<file path="config.mk">
export PLATFORM = sky130hd
export DESIGN_NAME = vec_mem_sequencer
export DESIGN_NICKNAME = d
export VERILOG_FILES = /design/src/rtl/vec_mem_sequencer.sv
export SDC_FILE = /design/constraint.sdc
export NUM_CORES = 1
export LEC_CHECK = 0
export BUFFER_PORTS_ARGS = -buffer_cell sky130_fd_sc_hd__buf_2
export CORE_AREA = 3 3 451 453
export DETAILED_ROUTE_END_ITERATION = 16
export DIE_AREA = 0 0 454 456
export PLACE_DENSITY = 0.47
export RECOVER_POWER = 25
export SLEW_MARGIN = 20
export SYNTH_ARGS = -nofsm -noshare
export SYNTH_HDL_FRONTEND = slang
export SYNTH_SLANG_ARGS = --single-unit
export TNS_END_PERCENT = 5
</file>
<file path="constraint.sdc">
create_clock -name CLK -period 4.6 [get_ports CLK]
set_input_delay 0.23 -clock CLK [delete_from_list [all_inputs] [get_ports CLK]]
set_output_delay 0.23 -clock CLK [all_outputs]
set_load 0.01 [all_outputs]
</file>
<file path="src/rtl/vec_mem_sequencer.sv">
// -----------------------------------------------------------------------------
// vec_mem_sequencer
//
// Serialises one LANES-wide vector load or store, held in the M stage, into
// single-word accesses on the data-memory port. It is the only master on that
// port. While the vector op is in flight the pipeline is stalled. Load lanes
// are collected into ReadDataM, which feeds the M/W pipeline register.
//
// Ports
//   CLK, RST_N   : clock (rising edge) and asynchronous active-low reset
//   StartM       : M stage holds a vector memory op (held while StallM=1)
//   MemWriteM    : 1 = store, 0 = load (sampled with StartM)
//   BaseAddrM    : byte base address; lane i uses BaseAddrM + 4*i
//   WriteDataM   : store vector, one DATA_W word per lane
//   StallM       : freeze F/D/E/M and insert a bubble into M/W
//   DoneM        : one-cycle completion pulse (pipeline advances this cycle)
//   ReadDataM    : assembled load vector (register)
//   MemReq/MemWe/MemAddr/MemWData : word request towards data memory
//   MemGnt       : memory accepts the current request
//   MemRValid/MemRData : read response (at most one read outstanding)
// -----------------------------------------------------------------------------
module vec_mem_sequencer #(
  parameter int LANES  = 16,
  parameter int DATA_W = 32,
  parameter int ADDR_W = 32
) (
  input  logic                          CLK,
  input  logic                          RST_N,
  input  logic                          StartM,
  input  logic                          MemWriteM,
  input  logic [ADDR_W-1:0]             BaseAddrM,
  input  logic [LANES-1:0][DATA_W-1:0]  WriteDataM,
  output logic                          StallM,
  output logic                          DoneM,
  output logic [LANES-1:0][DATA_W-1:0]  ReadDataM,
  output logic                          MemReq,
  output logic                          MemWe,
  output logic [ADDR_W-1:0]             MemAddr,
  output logic [DATA_W-1:0]             MemWData,
  input  logic                          MemGnt,
  input  logic                          MemRValid,
  input  logic [DATA_W-1:0]             MemRData
);

  localparam int LANE_W = (LANES > 1) ? $clog2(LANES) : 1;
  localparam logic [LANE_W-1:0] LAST_LANE = LANE_W'(LANES - 1);

  typedef enum logic [1:0] {
    S_IDLE   = 2'd0,
    S_ISSUE  = 2'd1,
    S_WAIT_R = 2'd2,
    S_DONE   = 2'd3
  } state_t;

  state_t                         r_state;
  state_t                         w_state_nxt;
  logic [LANE_W-1:0]              r_lane;
  logic [LANE_W-1:0]              w_lane_nxt;
  logic                           r_we;
  logic [ADDR_W-1:0]              r_base;
  logic [LANES-1:0][DATA_W-1:0]   r_wdata;
  logic [LANES-1:0][DATA_W-1:0]   r_rdata;
  logic                           w_latch;
  logic                           w_rd_capture;
  logic [ADDR_W-1:0]              w_lane_off;
  logic [ADDR_W-1:0]              w_addr;

  // Byte offset of the current lane (lane * 4); the add wraps modulo 2^ADDR_W
  // and leaves the base's low two bits untouched.
  assign w_lane_off = {{(ADDR_W-LANE_W-2){1'b0}}, r_lane, 2'b00};
  assign w_addr     = r_base + w_lane_off;
  assign ReadDataM  = r_rdata;

  // Next-state, lane counter and all control outputs.
  always_comb begin
    w_state_nxt  = r_state;
    w_lane_nxt   = r_lane;
    w_latch      = 1'b0;
    w_rd_capture = 1'b0;
    StallM       = 1'b0;
    DoneM        = 1'b0;
    MemReq       = 1'b0;
    MemWe        = 1'b0;
    MemAddr      = {ADDR_W{1'b0}};
    MemWData     = {DATA_W{1'b0}};

    case (r_state)
      S_IDLE: begin
        // Stall is raised combinationally so the op freezes in its first M cycle.
        if (StartM) begin
          StallM      = 1'b1;
          w_latch     = 1'b1;
          w_lane_nxt  = {LANE_W{1'b0}};
          w_state_nxt = S_ISSUE;
        end else begin
          w_state_nxt = S_IDLE;
        end
      end

      S_ISSUE: begin
        StallM   = 1'b1;
        MemReq   = 1'b1;
        MemWe    = r_we;
        MemAddr  = w_addr;
        MemWData = r_wdata[r_lane];
        if (MemGnt) begin
          if (r_we) begin
            if (r_lane == LAST_LANE) begin
              w_state_nxt = S_DONE;
            end else begin
              w_lane_nxt  = r_lane + LANE_W'(1);
              w_state_nxt = S_ISSUE;
            end
          end else begin
            w_state_nxt = S_WAIT_R;
          end
        end else begin
          w_state_nxt = S_ISSUE;
        end
      end

      S_WAIT_R: begin
        StallM = 1'b1;
        if (MemRValid) begin
          w_rd_capture = 1'b1;
          if (r_lane == LAST_LANE) begin
            w_state_nxt = S_DONE;
          end else begin
            w_lane_nxt  = r_lane + LANE_W'(1);
            w_state_nxt = S_ISSUE;
          end
        end else begin
          w_state_nxt = S_WAIT_R;
        end
      end

      S_DONE: begin
        // StartM is deliberately ignored: the pipeline advances this cycle and
        // the next op is taken on the following IDLE cycle.
        DoneM       = 1'b1;
        w_state_nxt = S_IDLE;
      end

      default: begin
        w_state_nxt = S_IDLE;
        w_lane_nxt  = {LANE_W{1'b0}};
      end
    endcase
  end

  // FSM state and lane counter.
  always_ff @(posedge CLK or negedge RST_N) begin
    if (!RST_N) begin
      r_state <= S_IDLE;
      r_lane  <= {LANE_W{1'b0}};
    end else begin
      r_state <= w_state_nxt;
      r_lane  <= w_lane_nxt;
    end
  end

  // Operand latch, loaded once when the op is accepted in IDLE.
  always_ff @(posedge CLK or negedge RST_N) begin
    if (!RST_N) begin
      r_we    <= 1'b0;
      r_base  <= {ADDR_W{1'b0}};
      r_wdata <= '0;
    end else if (w_latch) begin
      r_we    <= MemWriteM;
      r_base  <= BaseAddrM;
      r_wdata <= WriteDataM;
    end else begin
      r_we    <= r_we;
      r_base  <= r_base;
      r_wdata <= r_wdata;
    end
  end

  // Load-vector assembly: only the lane being waited on is written, so other
  // lanes (and the whole vector during stores) keep their previous values.
  always_ff @(posedge CLK or negedge RST_N) begin
    if (!RST_N) begin
      r_rdata <= '0;
    end else if (w_rd_capture) begin
      r_rdata[r_lane] <= MemRData;
    end else begin
      r_rdata <= r_rdata;
    end
  end

endmodule
</file>
==> summary.md, run 1 <==
| Metric | Value |
|---|---|
| Fin. max-slew vios | roughly 360 |
| Clock share of power | 0.283 |
| Max Freq | 244.6 MHz |
| Syn_nets | 3364 |
| Chip height | 456 µm |
| Rel. slew slack | -0.6694 |
| # Post-CTS Setup Buffers | 0 |
| DR WL/cell | 23.83 µm |
| Critical Path Start | r_lane[0]$_DFFE_PN0P_ |
| Hold EP | ReadDataM[178]$_DFFE_PN0P_ |
| Final Instance Count excl. Fillers | between 7000 and 8000 |
| Critical path class | reg -> out |
| Max-cap violation count | 5 |
| Root Buffer | clkbuf_16 |
| Placed Cells | around 6500 |
| Die X-Extent | 454 µm |
| Drt pass-1 iters | 5 |
| Netlist cell types | 50 |
| Simple-gate portion of the synthesized area | 0.01573 |
| PD cells | roughly 540 nW/µm² |
| Pint | 0.02357 W |
| Final instance area | roughly 63000 µm² |
| Initial antenna violation count | between 50 and 60 |
| GRT Overall Usage | 0.1639 |
| Largest net degree at the start of global routing | ~140 |
| Drt drc | 0 |
| Hold path start | MemRData[18] |
| Critical path's largest stage delay | 0.84 ns |
| Top_reg_cell synth | dfrtp_1 |
| Sinks on Clock Net | roughly 1100 |
| Row Count | roughly 160 |
| Final period util | 0.8889 |
| Mux cell area share after synthesis | 0.3470 |
| Post_cts resized | 0 |
| RSZ-0062 raised after global routing | false |
| Hold Fails Final Rpt | 0 |
| CP startpoint kind | flip-flop |
| Clk slew on worst S/H paths | ~0.06 ns |
| Clock skew | between 0.04 and 0.05 ns |
| Logic gate share of total power | 0.304 |
| Max VDD drop | around 0.36 mV |
| Yosys reg bits | about 1100 |
| Reg power frac | 0.413 |
| Routed Antenna Nets | 0 |
| Worst-skew pair later-pin latency | about 0.75 ns |
| Area share of the largest cell type after synthesis | 0.5982 |
| Syn Area/Cell | around 16 µm² |
| Failing checks | capacitance limit, slew limit |
| Worst reg-to-reg setup slack | around 1.5 ns |
| Asr flop ratio synth | 1.000 |
| Synth Area in Compound Gates | 0.01303 |
| Status | finished with violations |
| Fillcell total | approximately 20000 |
| CP endpoint kind | primary output |
| NetSw | between 0.01 and 0.015 W |
| Synth Instances | 2768 |
| Worst r2r dst | ReadDataM[341]$_DFFE_PN0P_ |
| Critical Path AT | around 3.9 ns |
| DIE AREA | 207000 µm² |
| Sequential area share after synthesis | 0.5982 |
| H-tree Lvls | 3 |
| Worst-Margin Slew | around 2.5 ns |
| Number of synthesized flops with an enable pin | 0 |
| R2R depth | 5 |
| Clock buffer depth | 3 |
| CORE AREA | roughly 200000 µm² |
| Iter 0 DRT Violations | ~1600 |
| Most common cell after layout, fill and taps aside | buf_2 |
| Synth area leader | dfrtp_1 |
| Synth area leaders | dfrtp_1, mux2_2, mux4_2 |
| First-pass GRT wire length | around 250 mm |
| Io pins | approximately 1200 |
| CTS Buf Count | 120 |
| Post-Syn Area | ~44000 µm² |
| Layout Nets | ~5000 |
| WHS Path Cells | 2 |
| Placed cell area | around 54000 µm² |
| Port bufs | around 1200 |
| Area Growth Syn to Fin | 42.67% |
| Fin crit period | just over 4 ns |
| Via count | just over 30000 |
| Vias per cell | between 4 and 5 |
| Main combinational cell family by area after synthesis | multiplexers |
| Adder-Cell Fraction of Synth Area | 0.004108 |
| Number of global-route vias before repair | between 30000 and 40000 |
| Detailed Place HPWL | about 130 mm |
| Routed WL | between 150 and 200 mm |
| Switching share of power | 0.3145 |
| CTS tree | yes |
| Slowest stage cell, crit path | dfrtp_4 |
| Crit Path Max Fanout | 29 |
| Synth Area in XOR/XNOR | 0.0007879 |
| Critical path, cell by cell | ha_1 -> inv_1 -> fa_1 -> or2b_2 -> a21o_2 -> or4_1 -> a21oi_1 -> buf_2 |
| Leak pwr | between 20 and 30 nW |
| Worst path required time | approximately 4.4 ns |
| FF-to-FF Start | r_lane[1]$_DFFE_PN0P_ |
| Setup tns final | 0 ns |
| Final setup vio count | 0 |
| Syn. warnings | 0 |
| Min-Delay Path Class | in -> reg |
| Gr ovfl total | 0 |
| Share of layout cells above drive strength 1 | 0.5715 |
| Most frequent cells in the layout | buf_2, dfrtp_1, mux2_2 |
| Initial core utilization | 0.2227 |
| RePlAce Congestion | 0.8106 |
how the worst max path moves through the flow:
stage	end	slack, ns	depth (start not counted)
CTS	MemAddr[24]	0.32	8
finish	MemAddr[24]	0.51	8
detailed placement	MemAddr[14]	1.21	8
floorplan	MemAddr[26]	1.32	10
global route	r_wdata[237]$_DFFE_PN0P_	0.22	3
global placement	MemAddr[16]	1.18	8
through the flow:
| step | hold slack, ns | power, W | utilization | setup slack, ns |
|---|---|---|---|---|
| after floorplan | -0.06559 | 0.02008 | - | 1.322 |
| after CTS | 0.001528 | 0.03509 | 0.3175 | 0.3236 |
| after global placement | 0.2269 | 0.02454 | 0.2689 | 1.177 |
| final | 0.1140 | 0.03438 | 0.3177 | 0.5111 |
| after detailed placement | 0.2247 | 0.02471 | 0.2689 | 1.213 |
| after global routing | 0.04942 | 0.03624 | 0.3176 | 0.2162 |
cells by family after synthesis:
logic type,count (synthesis)
multiplexers,1250
AO/OA/AOI/OAI,94
XOR/XNOR,4
buffers and inverters,216
flip-flops,1063
adder cells (fa/ha/maj),14
AND/OR/NAND/NOR,127
layer usage:
layer,vias to the layer above,wire length (µm),global-route usage
met5,-,91,0
met4,16,8317,0.07994
met3,318,10860,0.04170
met2,1048,90390,0.2965
met1,15939,64390,0.1759
li1,13686,-,-
critical path: cells and delay by family (launching register included):
family | cells | cell delay (ns)
buffers and inverters | 2 | 0.22
and+or+nand+nor | 2 | 0.86
adders and majority gates | 2 | 0.70
AOI/OAI and AO/OA | 2 | 0.48
DFF | 1 | 0.84
registers in the layout, indices dropped and copies added, names as in the netlist:
signal	count
ReadDataM	512
r_base	32
r_lane	4
r_state	2
r_wdata	512
r_we	1
cells in the mapped netlist, types with 6 or more instances:
library cell / number
dfrtp_1: 1063
mux2_2: 1048
mux4_2: 128
clkbuf_1: 119
mux2i_1: 69
buf_2: 59
o22ai_1: 32
nand2_1: 27
a21oi_1: 21
buf_1: 20
nor2_1: 20
o21ai_0: 16
or4_1: 14
ha_1: 13
nand2b_1: 13
o31ai_1: 13
nand3_1: 12
inv_1: 11
nand4_1: 8
or3_1: 6
final cells by class:
cell class | count | area [µm²] | share of cell area
clock buffers | 190 | 3656 | 0.05763
multi-input cells | 1489 | 17030 | 0.2685
flip-flops and latches | 1063 | 26610 | 0.4195
diodes | 52 | 130.1 | 0.002051
inverters | 12 | 47.55 | 0.0007495
repair buffers | 1809 | 12280 | 0.1936
well taps | 2656 | 3323 | 0.05239
clock inverters | 32 | 354.1 | 0.005582
power groups by stage:
stage / logic (W) / clock network [W] / registers [W]
final: 0.0105 / 0.00972 / 0.0142
after global routing: 0.0113 / 0.0104 / 0.0145
after CTS: 0.0108 / 0.0101 / 0.0142
after detailed placement: 0.0103 / 0 / 0.0144
after global placement: 0.0102 / 0 / 0.0143
after floorplan: 0.00652 / 0 / 0.0136
repair_timing:
action | CTS | global route
endpoints found under the hold margin | 928 | 0
endpoints found under the setup margin | 0 | 0
hold buffers | 569 | 0
Note: power is estimated with default switching activity, not from simulation.
==> run 2, diff against run 1 <==
--- a/config.mk
+++ b/config.mk
@@ -5,10 +5,12 @@
 export SDC_FILE = /design/constraint.sdc
 export NUM_CORES = 1
 export LEC_CHECK = 0
+export ABC_AREA = 1
 export BUFFER_PORTS_ARGS = -buffer_cell sky130_fd_sc_hd__buf_2
-export CORE_AREA = 3 3 451 453
+export CAP_MARGIN = 5
+export CORE_AREA = 3 3 454 456
 export DETAILED_ROUTE_END_ITERATION = 16
-export DIE_AREA = 0 0 454 456
+export DIE_AREA = 0 0 457 459
 export PLACE_DENSITY = 0.47
 export RECOVER_POWER = 25
 export SLEW_MARGIN = 20
==> run 2 against run 1 <==
  * The flow still finishes with violations (capacitance limit, slew limit)
  * Routed wire length rose by 19%
  * Combinational power grew 23%
  * Non-clock buffer count decreased by 32
  * Flip-flop and latch count is the same
  * Clock-buffer cell count shrank 1
  * Core utilization decreased by 0.32 points
  * Die area grew 1.3%
  * Sequential power about the same
  * Sequential share of layout area is 0.098 points lower
  * Global-route usage is 2.9 points higher
  * Critical path depth is 2 higher
  * Highest routed layer unchanged
==> summary.md, run 2 <==
| Metric | Value |
|---|---|
| Syn Area/Cell | 10.11 µm² (-37%) |
| Synth Instances | 4462 (+61%) |
| CP endpoint kind | primary output |
| Clk slew on worst S/H paths | 0.07 ns (about the same) |
| CTS tree | yes |
| Die X-Extent | 457 µm (+0.66%) |
| Critical Path AT | 4.02 ns (+0.16 ns) |
| Netlist cell types | 33 (-34%) |
| Rel. slew slack | -0.8418 (-0.1725) |
| Failing checks | capacitance limit, slew limit |
| Setup tns final | 0 ns (unchanged) |
| Vias per cell | 4.372 (+3.0%) |
| Top_reg_cell synth | dfrtp_1 |
| RSZ-0062 raised after global routing | false |
| CP startpoint kind | flip-flop |
| GRT Overall Usage | 0.1929 (+0.02906) |
| H-tree Lvls | 4 (+1) |
| PD cells | 594.4 nW/µm² (+9.7%) |
| Reg power frac | 0.373 (-0.040) |
| Worst path buffer plus inverter count | 3 (+1) |
| Most common cell after layout, fill and taps aside | buf_2 |
| Min-Delay Path Class | in -> reg |
| Switching share of power | 0.3680 (+0.05344) |
| Routed WL | 207.3 mm (+19%) |
| Root Buffer | clkbuf_16 |
| Synth area leader | dfrtp_1 |
| Sinks on Clock Net | 1063 (unchanged) |
| Asr flop ratio synth | 1.000 (unchanged) |
| Critical path, cell by cell | inv_6 -> fa_1 -> inv_1 -> nand2_1 -> nand2_1 -> o21ai_1 -> nor2_1 -> o21ai_0 -> a21oi_1 -> buf_2 |
| Leak pwr | 30.92 nW (+3.3%) |
| Post_cts resized | 0 (unchanged) |
| Dpl ws | 1.116 ns (-0.09691 ns) |
| Share of layout cells above drive strength 1 | 0.3216 (-0.2499) |
| Most frequent CP cell | nand2_1 |
| Number of global-route vias before repair | 39917 (+19%) |
| Initial core utilization | 0.2231 (+0.0004075) |
| CTS Buf Count | 131 (+9.2%) |
| Drt pass-1 iters | 6 (+1) |
| Placed cell area | 53540 µm² (-0.28%) |
| Final setup vio count | 0 (unchanged) |
| Fin crit period | 4.249 ns (+0.1605 ns) |
| Post-Syn Area | 45090 µm² (+1.4%) |
| Row Count | 165 (+0.61%) |
| Io pins | 1162 (unchanged) |
| Iter 0 DRT Violations | 2684 (+67%) |
| Initial antenna violation count | 55 (-6.8%) |
| Sequential area share after synthesis | 0.5899 (-0.008349) |
| Number of synthesized flops with an enable pin | 0 (unchanged) |
| Via count | 38826 (+25%) |
| Crit Path Max Fanout | 52 (+79%) |
| Gr ovfl total | 0 (unchanged) |
| Post-synth top cells | dfrtp_1, nand2_1, nor2_1, o21ai_0, mux2_2 |
| Worst path required time | 4.37 ns (about the same) |
| Yosys reg bits | 1063 (unchanged) |
| Drt drc | 0 (unchanged) |
| Max-cap violation count | 1 (-4) |
| Critical path's largest stage delay | 0.66 ns (-0.18 ns) |
| Most numerous cell in the Yosys netlist | dfrtp_1 |
| Clock skew | 0.05496 ns (+0.01065 ns) |
| Max VDD drop | 0.3330 mV (-8.7%) |
| Syn. warnings | 0 (unchanged) |
| Final Hold Slack | 0.02908 ns (-0.08491 ns) |
| RePlAce Congestion | 0.8548 (+5.5%) |
| Chip height | 459 µm (+0.66%) |
| Final period util | 0.9238 (+0.03489) |
| Worst-Margin Slew | 2.763 ns (+0.2587 ns) |
| Synth area leaders | dfrtp_1, mux2_2, nand2_1 |
| First-pass GRT wire length | 295.2 mm (+20%) |
| Most frequent cells in the layout | buf_2, dfrtp_1, nand2_1 |
| Area Growth Syn to Fin | 40.99% |
| Fin. max-slew vios | 149 (-58%) |
| Syn_nets | 5058 (+50%) |
| Clock share of power | 0.287 (+0.004) |
| Critical path class | reg -> out |
| Routed Antenna Nets | 0 (unchanged) |
| CORE AREA | 202100 µm² (+1.2%) |
| Detailed Place HPWL | 150.7 mm (+18%) |
| Port bufs | 1161 (unchanged) |
| NetSw | 0.01391 W (+29%) |
| DIE AREA | 209800 µm² (+1.3%) |
| Fillcell total | 21106 (+4.7%) |
| Worst-skew pair later-pin latency | 0.79 ns (+0.04 ns) |
| Final WS setup | 0.3506 ns (-0.1605 ns) |
| Total power | 0.03779 W (+9.9%) |
| Largest net degree at the start of global routing | 130 (-3.7%) |
| Final instance area | 63580 µm² (+0.22%) |
| DR WL/cell | 23.35 µm (-2.0%) |
| Status | finished with violations |
| Hold Fails Final Rpt | 0 (unchanged) |
| Slowest stage cell, crit path | dfrtp_4 |
| Pint | 0.02388 W (+1.3%) |
| Layout Nets | 6673 (+31%) |
| Area share of the largest cell type after synthesis | 0.5899 (-0.008349) |
| CP delay by family, top | compound AO/OA/AOI/OAI gates |
| Clock buffer depth | 3 (unchanged) |
| Max Freq | 235.3 MHz (-3.8%) |
| Logic gate share of total power | 0.341 (+0.037) |
==> run 2: worst paths after layout <==
| kind | start | to | slack, ns | cells after the start |
|---|---|---|---|---|
| worst min register to register | ReadDataM[190]$_DFFE_PN0P_ | ReadDataM[190]$_DFFE_PN0P_ | 0.48 | 2 |
| min in group asynchronous | RST_N | ReadDataM[68]$_DFFE_PN0P_ | 0.82 | 2 |
| worst min-delay path | MemRData[23] | ReadDataM[375]$_DFFE_PN0P_ | 0.03 | 3 |
| max in group asynchronous | RST_N | r_wdata[134]$_DFFE_PN0P_ | 0.80 | 3 |
| worst max-delay path | r_lane[1]$_DFFE_PN0P_ | MemAddr[10] | 0.35 | 10 |
| worst max register to register | r_lane[1]$_DFFE_PN0P_ | ReadDataM[104]$_DFFE_PN0P_ | 1.45 | 6 |
==> run 2: metrics by stage <==
stage,utilization,std cells
2_1_floorplan,-,4462
3_3_place_gp,0.2649,8061
3_5_place_dp,0.2649,8061
4_1_cts,0.3147,8850
5_1_grt,0.3144,8870
6_report,0.3146,8880
==> run 2: what timing repair did <==
item	in CTS	in global routing
endpoints found under the hold margin	682	0
hold buffers	555	0
setup buffers	0	0
==> run 2: power by group through the flow <==
stage	Sequential, W	Combinational [W]	Clock, W
after detailed placement	0.0142	0.0128	0
after floorplan	0.0137	0.00761	0
final	0.0141	0.0129	0.0108
after global placement	0.0141	0.0127	0
after global routing	0.0144	0.0142	0.0115
after CTS	0.0140	0.0132	0.0112
==> run 2: kinds of logic (layout without fill, tap and decap cells) <==
group,after synthesis,count (layout),share of synthesized area
mux,534,534,0.1333
compound gates,815,815,0.09065
fa+ha+maj,14,14,0.004051
buf+inv,372,2088,0.03884
xor+xnor,2,2,0.0003885
flops,1063,1063,0.5899
other cells,0,30,0
simple gates,1662,1662,0.1428
==> run 2: worst register-to-register path: stages, from the launching register on <==
cell and delay [ns]:
dfrtp_4 0.66, buf_12 0.49, ha_1 0.58, inv_1 0.09
nor2_4 0.28, nand2_4 0.45, o21ai_0 0.47
==> run 2: area by class of cell <==
cell class	count	area, µm²	share of cell area
diodes	30	75.07	0.001181
clock buffers	189	3757	0.05910
clock inverters	45	740.7	0.01165
inverters	77	301.5	0.004743
multi-input cells	3027	16760	0.2636
flip-flops and latches	1063	26610	0.4185
well taps	2672	3343	0.05259
repair buffers	1777	11990	0.1886
==> run 2: routing by layer <==
layer  global-route usage  vias up  routed length, µm
met5                    0        -                207
met1               0.2063    19067              75720
li1                     -    17974                  -
met3              0.04557      372              12210
met4              0.08314       32               9488
met2               0.3600     1381             109700
